[config.mk]
export PLATFORM = sky130hd
export DESIGN_NAME = quad_decoder_bank
export DESIGN_NICKNAME = d
export VERILOG_FILES = /design/src/rtl/quad_pkg.sv /design/src/rtl/quad_channel.sv /design/src/rtl/quad_decoder_bank.sv
export SDC_FILE = /design/constraint.sdc
export NUM_CORES = 2
export LEC_CHECK = 0
export BUFFER_PORTS_ARGS = -buffer_cell sky130_fd_sc_hd__buf_2
export CORE_ASPECT_RATIO = 0.9
export CORE_MARGIN = 2
export CORE_UTILIZATION = 48
export DETAILED_ROUTE_END_ITERATION = 7
export PLACE_DENSITY = 0.67
export SLEW_MARGIN = 30
export SYNTH_ARGS = -nofsm -noshare
export SYNTH_HDL_FRONTEND = slang
export SYNTH_SLANG_ARGS = --single-unit
export TNS_END_PERCENT = 100
[constraint.sdc]
create_clock -name clk -period 9.3 [get_ports clk]
set_clock_uncertainty 0.15 [all_clocks]
set_input_delay 2.325 -clock clk [delete_from_list [all_inputs] [get_ports clk]]
set_output_delay 2.325 -clock clk [all_outputs]
set_load 0.01 [all_outputs]
[src/rtl/quad_pkg.sv]
// Shared step encoding and quadrature decode for the encoder bank.
// Used by quad_channel and quad_decoder_bank.
package quad_pkg;

    typedef enum logic [1:0] {
        STEP_NONE,
        STEP_UP,
        STEP_DN,
        STEP_ERR
    } quad_step_e;

    // Gray position of {A,B}: 00=0, 01=1, 11=2, 10=3
    function automatic logic [1:0] gray_pos(input logic [1:0] ab);
        logic [1:0] pos;
        unique case (ab)
            2'b00:   pos = 2'd0;
            2'b01:   pos = 2'd1;
            2'b11:   pos = 2'd2;
            default: pos = 2'd3;
        endcase
        return pos;
    endfunction

    function automatic quad_step_e quad_decode(
        input logic [1:0] prev,
        input logic [1:0] cur
    );
        logic [1:0] diff;
        quad_step_e step;
        diff = gray_pos(cur) - gray_pos(prev);
        unique case (diff)
            2'd0:    step = STEP_NONE;
            2'd1:    step = STEP_UP;
            2'd3:    step = STEP_DN;
            default: step = STEP_ERR;
        endcase
        return step;
    endfunction

endpackage

[src/rtl/quad_channel.sv]
// One encoder channel: synchroniser, glitch filter, decoder, counter, error bit.
// Velocity accumulator present only when QUAD_VELOCITY_EN is defined.
module quad_channel
    import quad_pkg::*;
#(
    parameter int CNT_W    = 32,
    parameter int FILT_LEN = 4
) (
    input  logic             clk,
    input  logic             reset_n,
    input  logic             quad_a_i,
    input  logic             quad_b_i,
    input  logic             cnt_clr_i,
    input  logic             err_clr_i,
`ifdef QUAD_VELOCITY_EN
    input  logic             win_end_i,
    output logic [CNT_W-1:0] vel_o,
`endif
    output logic [CNT_W-1:0] cnt_nxt_o,
    output logic             err_o
);

    localparam int RUN_W = $clog2(FILT_LEN + 1);
    localparam logic [RUN_W-1:0] RUN_MAX = RUN_W'(FILT_LEN);

    logic [1:0]            sync1_q;
    logic [1:0]            sync2_q;
    logic [1:0]            warm_q;
    logic                  filt_en;
    logic [1:0][RUN_W-1:0] run_q;
    logic [1:0][RUN_W-1:0] run_d;
    logic [1:0]            cand_q;
    logic [1:0]            filt_q;
    logic [1:0]            filt_d;
    logic [1:0]            fvld_q;
    logic [1:0]            fvld_d;
    logic [1:0]            prev_q;
    logic                  primed_q;
    quad_step_e            step;
    logic [CNT_W-1:0]      cnt_q;
    logic [CNT_W-1:0]      cnt_d;
    logic                  err_q;
    logic                  err_d;

    // Filter waits until the synchroniser holds real pin samples
    assign filt_en = (warm_q == 2'd2);

    always_comb begin
        run_d  = run_q;
        filt_d = filt_q;
        fvld_d = fvld_q;
        if (filt_en) begin
            for (int p = 0; p < 2; p++) begin
                if (sync2_q[p] != cand_q[p]) begin
                    run_d[p] = RUN_W'(1);
                end else if (run_q[p] != RUN_MAX) begin
                    run_d[p] = run_q[p] + 1'b1;
                end
                if (run_d[p] == RUN_MAX) begin
                    filt_d[p] = sync2_q[p];
                    fvld_d[p] = 1'b1;
                end
            end
        end
    end

    always_comb begin
        step = STEP_NONE;
        if ((&fvld_q) && primed_q) begin
            step = quad_decode(prev_q, filt_q);
        end
    end

    always_comb begin
        cnt_d = cnt_q;
        if (cnt_clr_i) begin
            cnt_d = '0;
        end else if (step == STEP_UP) begin
            cnt_d = cnt_q + 1'b1;
        end else if (step == STEP_DN) begin
            cnt_d = cnt_q - 1'b1;
        end
    end

    assign err_d = (err_q & ~err_clr_i) | (step == STEP_ERR);

    always_ff @(posedge clk or negedge reset_n) begin
        if (!reset_n) begin
            sync1_q  <= '0;
            sync2_q  <= '0;
            warm_q   <= '0;
            run_q    <= '0;
            cand_q   <= '0;
            filt_q   <= '0;
            fvld_q   <= '0;
            prev_q   <= '0;
            primed_q <= 1'b0;
            cnt_q    <= '0;
            err_q    <= 1'b0;
        end else begin
            sync1_q <= {quad_a_i, quad_b_i};
            sync2_q <= sync1_q;
            if (!filt_en) begin
                warm_q <= warm_q + 2'd1;
            end else begin
                cand_q <= sync2_q;
            end
            run_q  <= run_d;
            filt_q <= filt_d;
            fvld_q <= fvld_d;
            if (&fvld_q) begin
                prev_q   <= filt_q;
                primed_q <= 1'b1;
            end
            cnt_q <= cnt_d;
            err_q <= err_d;
        end
    end

    assign cnt_nxt_o = cnt_d;
    assign err_o     = err_q;

`ifdef QUAD_VELOCITY_EN
    localparam logic [CNT_W-1:0] SMAX = {1'b0, {(CNT_W-1){1'b1}}};
    localparam logic [CNT_W-1:0] SMIN = {1'b1, {(CNT_W-1){1'b0}}};

    logic [CNT_W-1:0] acc_q;
    logic [CNT_W-1:0] acc_d;
    logic [CNT_W-1:0] vel_q;

    // Signed accumulate with saturation; cnt_clr deliberately ignored
    always_comb begin
        acc_d = acc_q;
        case (step)
            STEP_UP: if (acc_q != SMAX) acc_d = acc_q + 1'b1;
            STEP_DN: if (acc_q != SMIN) acc_d = acc_q - 1'b1;
            default: acc_d = acc_q;
        endcase
    end

    always_ff @(posedge clk or negedge reset_n) begin
        if (!reset_n) begin
            acc_q <= '0;
            vel_q <= '0;
        end else if (win_end_i) begin
            acc_q <= '0;
            vel_q <= acc_d;
        end else begin
            acc_q <= acc_d;
        end
    end

    assign vel_o = vel_q;
`endif

endmodule

[src/rtl/quad_decoder_bank.sv]
// NUM_CH quadrature decoders with coherent snapshot and sticky error bits.
// Define QUAD_VELOCITY_EN to add the windowed velocity outputs (vel_flat).
module quad_decoder_bank
    import quad_pkg::*;
#(
    parameter int NUM_CH   = 12,
    parameter int CNT_W    = 32,
    parameter int FILT_LEN = 4,
    parameter int VEL_WIN  = 1000000
) (
    input  logic                    clk,
    input  logic                    reset_n,
    input  logic [NUM_CH-1:0]       quad_a,
    input  logic [NUM_CH-1:0]       quad_b,
    input  logic [NUM_CH-1:0]       cnt_clr,
    input  logic                    snap_req,
    output logic                    snap_ack,
    output logic [NUM_CH*CNT_W-1:0] count_flat,
    output logic [NUM_CH-1:0]       err_sticky,
`ifdef QUAD_VELOCITY_EN
    output logic [NUM_CH*CNT_W-1:0] vel_flat,
`endif
    input  logic                    err_clr
);

    if (FILT_LEN < 1 || VEL_WIN < 1) begin : g_bad_param
        $error("quad_decoder_bank: FILT_LEN and VEL_WIN must be >= 1");
    end

    logic [NUM_CH*CNT_W-1:0] live_nxt;
    logic [NUM_CH*CNT_W-1:0] snap_q;
    logic                    ack_q;

`ifdef QUAD_VELOCITY_EN
    localparam int WIN_W = (VEL_WIN > 1) ? $clog2(VEL_WIN) : 1;

    logic [WIN_W-1:0] win_q;
    logic             win_end;

    assign win_end = (win_q == WIN_W'(VEL_WIN - 1));

    always_ff @(posedge clk or negedge reset_n) begin
        if (!reset_n) begin
            win_q <= '0;
        end else if (win_end) begin
            win_q <= '0;
        end else begin
            win_q <= win_q + 1'b1;
        end
    end
`endif

    for (genvar i = 0; i < NUM_CH; i++) begin : g_ch
        quad_channel #(
            .CNT_W    (CNT_W),
            .FILT_LEN (FILT_LEN)
        ) u_ch (
            .clk       (clk),
            .reset_n   (reset_n),
            .quad_a_i  (quad_a[i]),
            .quad_b_i  (quad_b[i]),
            .cnt_clr_i (cnt_clr[i]),
            .err_clr_i (err_clr),
`ifdef QUAD_VELOCITY_EN
            .win_end_i (win_end),
            .vel_o     (vel_flat[i*CNT_W +: CNT_W]),
`endif
            .cnt_nxt_o (live_nxt[i*CNT_W +: CNT_W]),
            .err_o     (err_sticky[i])
        );
    end

    // Capture next-state counts so the snapshot includes this cycle's steps
    always_ff @(posedge clk or negedge reset_n) begin
        if (!reset_n) begin
            snap_q <= '0;
            ack_q  <= 1'b0;
        end else begin
            ack_q <= snap_req;
            if (snap_req) begin
                snap_q <= live_nxt;
            end
        end
    end

    assign count_flat = snap_q;
    assign snap_ack   = ack_q;

endmodule

======== Yosys cells after proc, flatten, opt, wreduce, memory -nomap -nowiden ========
Cells that the tools add are included.
operators by class
  add/sub/neg operators ................... 72
  equal/unequal tests ..................... 192
  mux-type cells .......................... 180
  bitwise operators ....................... 25
  reduce and logical (&&, ||, !) cells .... 84
operator list
  cell                     count
  $mux W32                 36
  $add A32 B1 Y32 const B  12
  $sub A32 B1 Y32 const B  12
  $mux W3                  72
  $pmux W2 S3              36
  $eq A2 B2 Y1 const B     72
  $eq A2 B1 Y1 const B     48
  $add A3 B1 Y3 const B    24
  $eq A3 B3 Y1 const B     24
  $logic_not A2 Y1         36
  $mux W2                  36
  $ne A3 B3 Y1 const B     24
  $reduce_and A2 Y1        36
  $add A2 B1 Y2 const B    12
  $ne A1 B1 Y1             24
  $sub A2 B2 Y2            12
  $and A1 B1 Y1            12
  $logic_and A1 B1 Y1      12
  $or A1 B1 Y1             12
  $not A1 Y1               1
storage, ports and cells
  flip-flop bits (word level) ............. 1,033
  input port bits ......................... 40
  output and inout bits ................... 397
  logic and storage cells ................. 723

======== Logic depth before layout (Yosys ltp) ========
  depth in word-level cells ............... 11
  depth in mapped cells ................... 14
  gate-level depth less buffers ........... 12

======== Cells and area by module ========
A second synthesis with hierarchy kept.
unflattened totals
  cell total of the unflattened synthesis .. 5,418
  area, all modules ....................... 56,928.3 um^2
modules (own cells, without submodules)
  module                            instances  cells each  area each (um^2)  sequential area each (um^2)
  quad_channel at g_ch[0].u_ch ...  10         384         3,424.5           1,351.3
  quad_decoder_bank                 1          812         15,840.2          9,634.2
  quad_channel at g_ch[1].u_ch      1          395         3,469.6           1,351.3
  quad_channel at g_ch[9].u_ch      1          371         3,373.2           1,351.3

======== Worst setup path before layout ========
Ideal clock, no wire load.
  kind .................................... input -> register
  start point ............................. input port snap_req
  end point ............................... register snap_q[354] (netlist: count_flat[354])
  setup time .............................. 0.125 ns
  data arrival time ....................... 3.549 ns
  required time ........................... 9.025 ns
  slack ................................... 5.476 ns
  stages .................................. 4
  buffers on the path ..................... 3
  cells stage by stage .................... clkbuf_1 > clkbuf_1 > clkbuf_1 > mux2_2
RTL lines
  what                  RTL line                 RTL
  start, declared       quad_decoder_bank.sv:16  input logic snap_req,
  end signal, assigned  quad_decoder_bank.sv:81  snap_q <= live_nxt;
  end, declared         quad_decoder_bank.sv:31  logic [NUM_CH*CNT_W-1:0] snap_q;
No word-level cell between the ends.

======== Worst setup path in the final report ========
  start point ............................. register g_ch[7].u_ch.filt_q[0]
  end point ............................... register snap_q[254] (netlist: count_flat[254])
between the ends
  longest elaborated chain between the ends .. 11
  elaborated cells on any way between the ends .. 16
  those cells by class .................... add/sub: 1; eq/ne: 6; mux: 7; reduce/logical: 2
ends and longest elaborated chain
  what                                        RTL line             RTL
  start, declared                             quad_channel.sv:33   logic [1:0] filt_q;
  start signal, assigned                      quad_channel.sv:109  filt_q <= filt_d;
  $eq A2 B2 Y1, or another cell as far along  quad_pkg.sv:15       unique case (ab)
  $pmux W2 S3 *                               quad_pkg.sv:15
  $mux W2 *                                   quad_channel.sv:69   if ((&fvld_q) && primed_q) begin
  $sub A2 B2 Y2 *                             quad_pkg.sv:30       diff = gray_pos(cur) - gray_pos(prev);
  $eq A2 B2 Y1, or another cell as far along  quad_pkg.sv:31       unique case (diff)
  $pmux W2 S3 *                               quad_pkg.sv:31
  $mux W2 *                                   quad_channel.sv:69
  $eq A2 B2 Y1                                quad_channel.sv:80   end else if (step == STEP_DN) begin
  $mux W32                                    quad_channel.sv:80
  $mux W32 *                                  quad_channel.sv:78   end else if (step == STEP_UP) begin
  $mux W32 *                                  quad_channel.sv:76   if (cnt_clr_i) begin
Every way passes the cells marked *; elsewhere a longest branch is shown, timed or not. The select of a mux whose other input is x is not followed.
A chain may end at the register's enable or synchronous reset.

==> results by group <==
Run status
  – Outcome: finished clean

Worst setup path
  – Crit-path slowest cell: or4_1
  – Critical Path Most Common Cell: ha_1
  – Worst path cell trace: inv_1 > ha_1 > ha_1 > xnor2_1 > ha_1 > nor4bb_1 > nand2_1 > or4_1 > a22oi_1 > xnor2_1 > o2bb2ai_1
  – RR Startpoint: g_ch[7].u_ch.filt_q[0]
  – Crit path max fanout: 15
  – Crit path kind: reg2reg
  – Required @ worst endpoint: 9.73 ns
  – Worst Reg2Reg Path Length in Cells: 11
  – Slowest cell delay on critical path: approximately 0.74 ns
  – Critical Path End Type: flop
  – CP arrival: 4.55 ns
  – Beginning of the critical path: g_ch[7].u_ch.filt_q[0]
  – Worst Setup Start Kind: flop

Yosys
  – Mapped Avg Cell Area: roughly 10 um^2
  – Top cell type's share of synthesized area: roughly 50%
  – Mux contribution to synthesized area: 3.52%
  – Synthesized area: 52500 um^2
  – Post-Synthesis Cells: 5230
  – Dominant cells by area after synthesis: dfrtp_1 49%, o2bb2ai_1 4.9%, nor2_1 4.5%
  – Largest family of logic cells by synthesized area: simple AND/OR/NAND/NOR gates
  – EDFF count, synth: 0
  – Most frequent cell after synthesis: dfrtp_1
  – Syn. warnings: 0
  – Adder-cell share of the synthesized area: 4.00%
  – Net count after synthesis: 5438
  – Complex-gate fraction of the synthesized area: 13.2%
  – Async S/R FF share, synth: 100%
  – Library cells used by synthesis: between 80 and 90
  – Synth cell count leaders: 1033 x dfrtp_1, 625 x nor2_1, 347 x nand2_1
  – Top_reg_cell synth: dfrtp_1
  – Post-synthesis sequential area ratio: 49.2%
  – Simple-gate share of the synthesized area: 19.8%
  – Cell taking the most area after synthesis: dfrtp_1
  – Synthesis-stage register bit count: approximately 1000
  – XOR/XNOR Fraction of Synth Area: 6.95%

Route
  – Number of vias per cell: slightly below 6
  – DRC: 0
  – Routed len/inst: 19.3 um
  – DRT iter0 DRCs: 3572
  – Final wirelength: 137000 um
  – Vias: 41216
  – Initial DRT Pass Iterations: 5
  – ANT nets after route: 0

GRT
  – Largest net degree at the start of global routing: 195
  – Initial antenna violation count: 2
  – Gr usage total: 24.1%
  – GRT overflow: 0
  – Number of global-route vias before repair: 39428
  – First-pass GRT wire length: 221000 um

STA
  – Final min period: around 4.1 ns
  – Worst slew pin tran: 0.997 ns
  – Final setup TNS: 0 ns
  – Fmax: 0.242 GHz
  – Final number of setup-violating endpoints: 0
  – Hold Slack: a little under 0.2 ns
  – Final Max Tran Viols: 0
  – Crit share post-route: 44.4%
  – RSZ-0062 raised after global routing: false
  – Final hold violations: 0
  – Slew margin rel.: 33.5%

Min path
  – Min-Delay Path Class: reg2reg
  – Hold Crit Depth: 0
  – HP Start: g_ch[9].u_ch.sync1_q[1]

Floorplan
  – Die Span Y: ~320 um
  – I/O Pins: 437
  – Placement row count: 115
  – Starting Density: 48.2%
  – Chip Width: about 350 um
  – Die area: between 100000 and 150000 um^2
  – CORE AREA: 109000 um^2

Clock tree
  – CTS tree: done
  – CTS clock-pin slew for the worst setup and hold paths: 0.06 ns
  – Maximum buffer depth of the clock tree: 3
  – Hold buffers post-CTS: 0
  – Setup bufs post-CTS: 0
  – CTS resizes: 0
  – Root buffer cell: clkbuf_16
  – Worst skew pair latency: 0.71 ns
  – H-tree Lvls: 3
  – Num CTS Buffers: 108
  – Clock tree sinks: 1033

Final layout
  – Layout area overhead: 13.6%
  – Post-layout net count: roughly 5700
  – Non-Filler Instances: 7092
  – Share of cells above drive strength 1: 15.8%

Placement
  – Inst Count DP: 6887
  – Port Buffers: roughly 440
  – DP Wirelength: 97400 um
  – Placer Congestion: between 0.9 and 1

Job
  – Number of max-cap violations: 0
## state kept, by name, indices dropped and copies added (netlist names), 24 cells and up
signal	flops
count_flat	384
g_ch.u_ch.cand_q	24
g_ch.u_ch.cnt_q	384
g_ch.u_ch.filt_q	24
g_ch.u_ch.fvld_q	24
g_ch.u_ch.prev_q	24
g_ch.u_ch.run_q	72
g_ch.u_ch.sync1_q	24
g_ch.u_ch.sync2_q	24
g_ch.u_ch.warm_q	24
## cell families after synthesis
kind of cell / after synthesis
fa+ha+maj: 168
flops: 1033
simple gates: 2039
mux: 167
compound gates: 947
xor+xnor: 417
buf+inv: 459
## stage by stage
step           instance area [um^2]  worst slack [ns]  utilization, %
6_report                      59700              5.17            54.8
5_1_grt                       59700              4.97            54.8
4_1_cts                       59600              5.18            54.7
3_5_place_dp                  55800              4.65            51.2
3_3_place_gp                  55800              4.74            51.2
2_1_floorplan                 52500              5.48               -
## cell type report
| cell class | instances | area, um^2 |
|---|---|---|
| Clock inverter | 50 | 629 |
| Sequential cell | 1033 | 25800 |
| Timing Repair Buffer | 460 | 2480 |
| Inverter | 196 | 743 |
| Multi-Input combinational cell | 3738 | 25000 |
| Antenna cell | 1 | 2.50 |
| Fill cell | 9597 | 49200 |
| Tap cell | 1462 | 1830 |
| Clock buffer | 152 | 3170 |
## worst max-delay path: cells and delay by family, from the launching register on
kind / cells / cell delay [ns]
and+or+nand+nor: 3 / 1.91
adders and majority gates: 3 / 0.84
DFF: 1 / 0.39
AOI/OAI and AO/OA: 2 / 0.33
xor gates and xnor gates: 2 / 0.33
buffers and inverters: 1 / 0.06
## path summary, 6_finish.rpt
| kind | endpoint | slack, ns |
|---|---|---|
| hold reg to reg | g_ch[9].u_ch.sync2_q[1] | 0.20 |
| setup reg to reg | count_flat[254] | 5.17 |
| max in group asynchronous | g_ch[2].u_ch.cnt_q[2] | 5.58 |
| setup / recovery | count_flat[254] | 5.17 |
| min in group asynchronous | count_flat[186] | 1.54 |
| hold / removal | g_ch[9].u_ch.sync2_q[1] | 0.20 |
## cell usage in the layout, fill, tap and decap left out, drive strengths merged, types with 13 or more instances in the layout
cell     Yosys  final
clkinv       0     27
buf         31    460
or3         74     74
and2        33     33
mux2       140    140
o32ai       47     47
inv        196    201
nor4b       21     21
xor2       153    153
o21ai      128    128
nand3      159    159
dfrtp     1033   1033
xnor2      264    264
or2         58     58
nor2       625    625
a21oi      166    166
nand2      347    347
o2bb2ai    292    292
o22ai       47     47
clkbuf     232    152
and4        55     55
a22o        13     13
a32oi       43     43
nand4      144    144
and3        61     61
ha         168    168
a22oi       31     31
o31ai       26     26
mux2i       27     27
or4         60     60
a41oi       15     15
a31oi       23     23
o21a        14     14
nand2b      53     53
nor3       167    167
nor4       114    114
nor2b       17     17
## metal layers
layer | track usage [%] | share of wire, % | vias to the layer above
met5 | 0 | 0.0080 | -
met4 | 6.07 | 2.3 | 2
met3 | 4.25 | 5.7 | 179
met2 | 37.1 | 45 | 1163
met1 | 35.1 | 47 | 20303
li1 | - | - | 19569
Power is not shown: default switching activity piles up to over one toggle a cycle in this logic, so the estimate is an artifact.
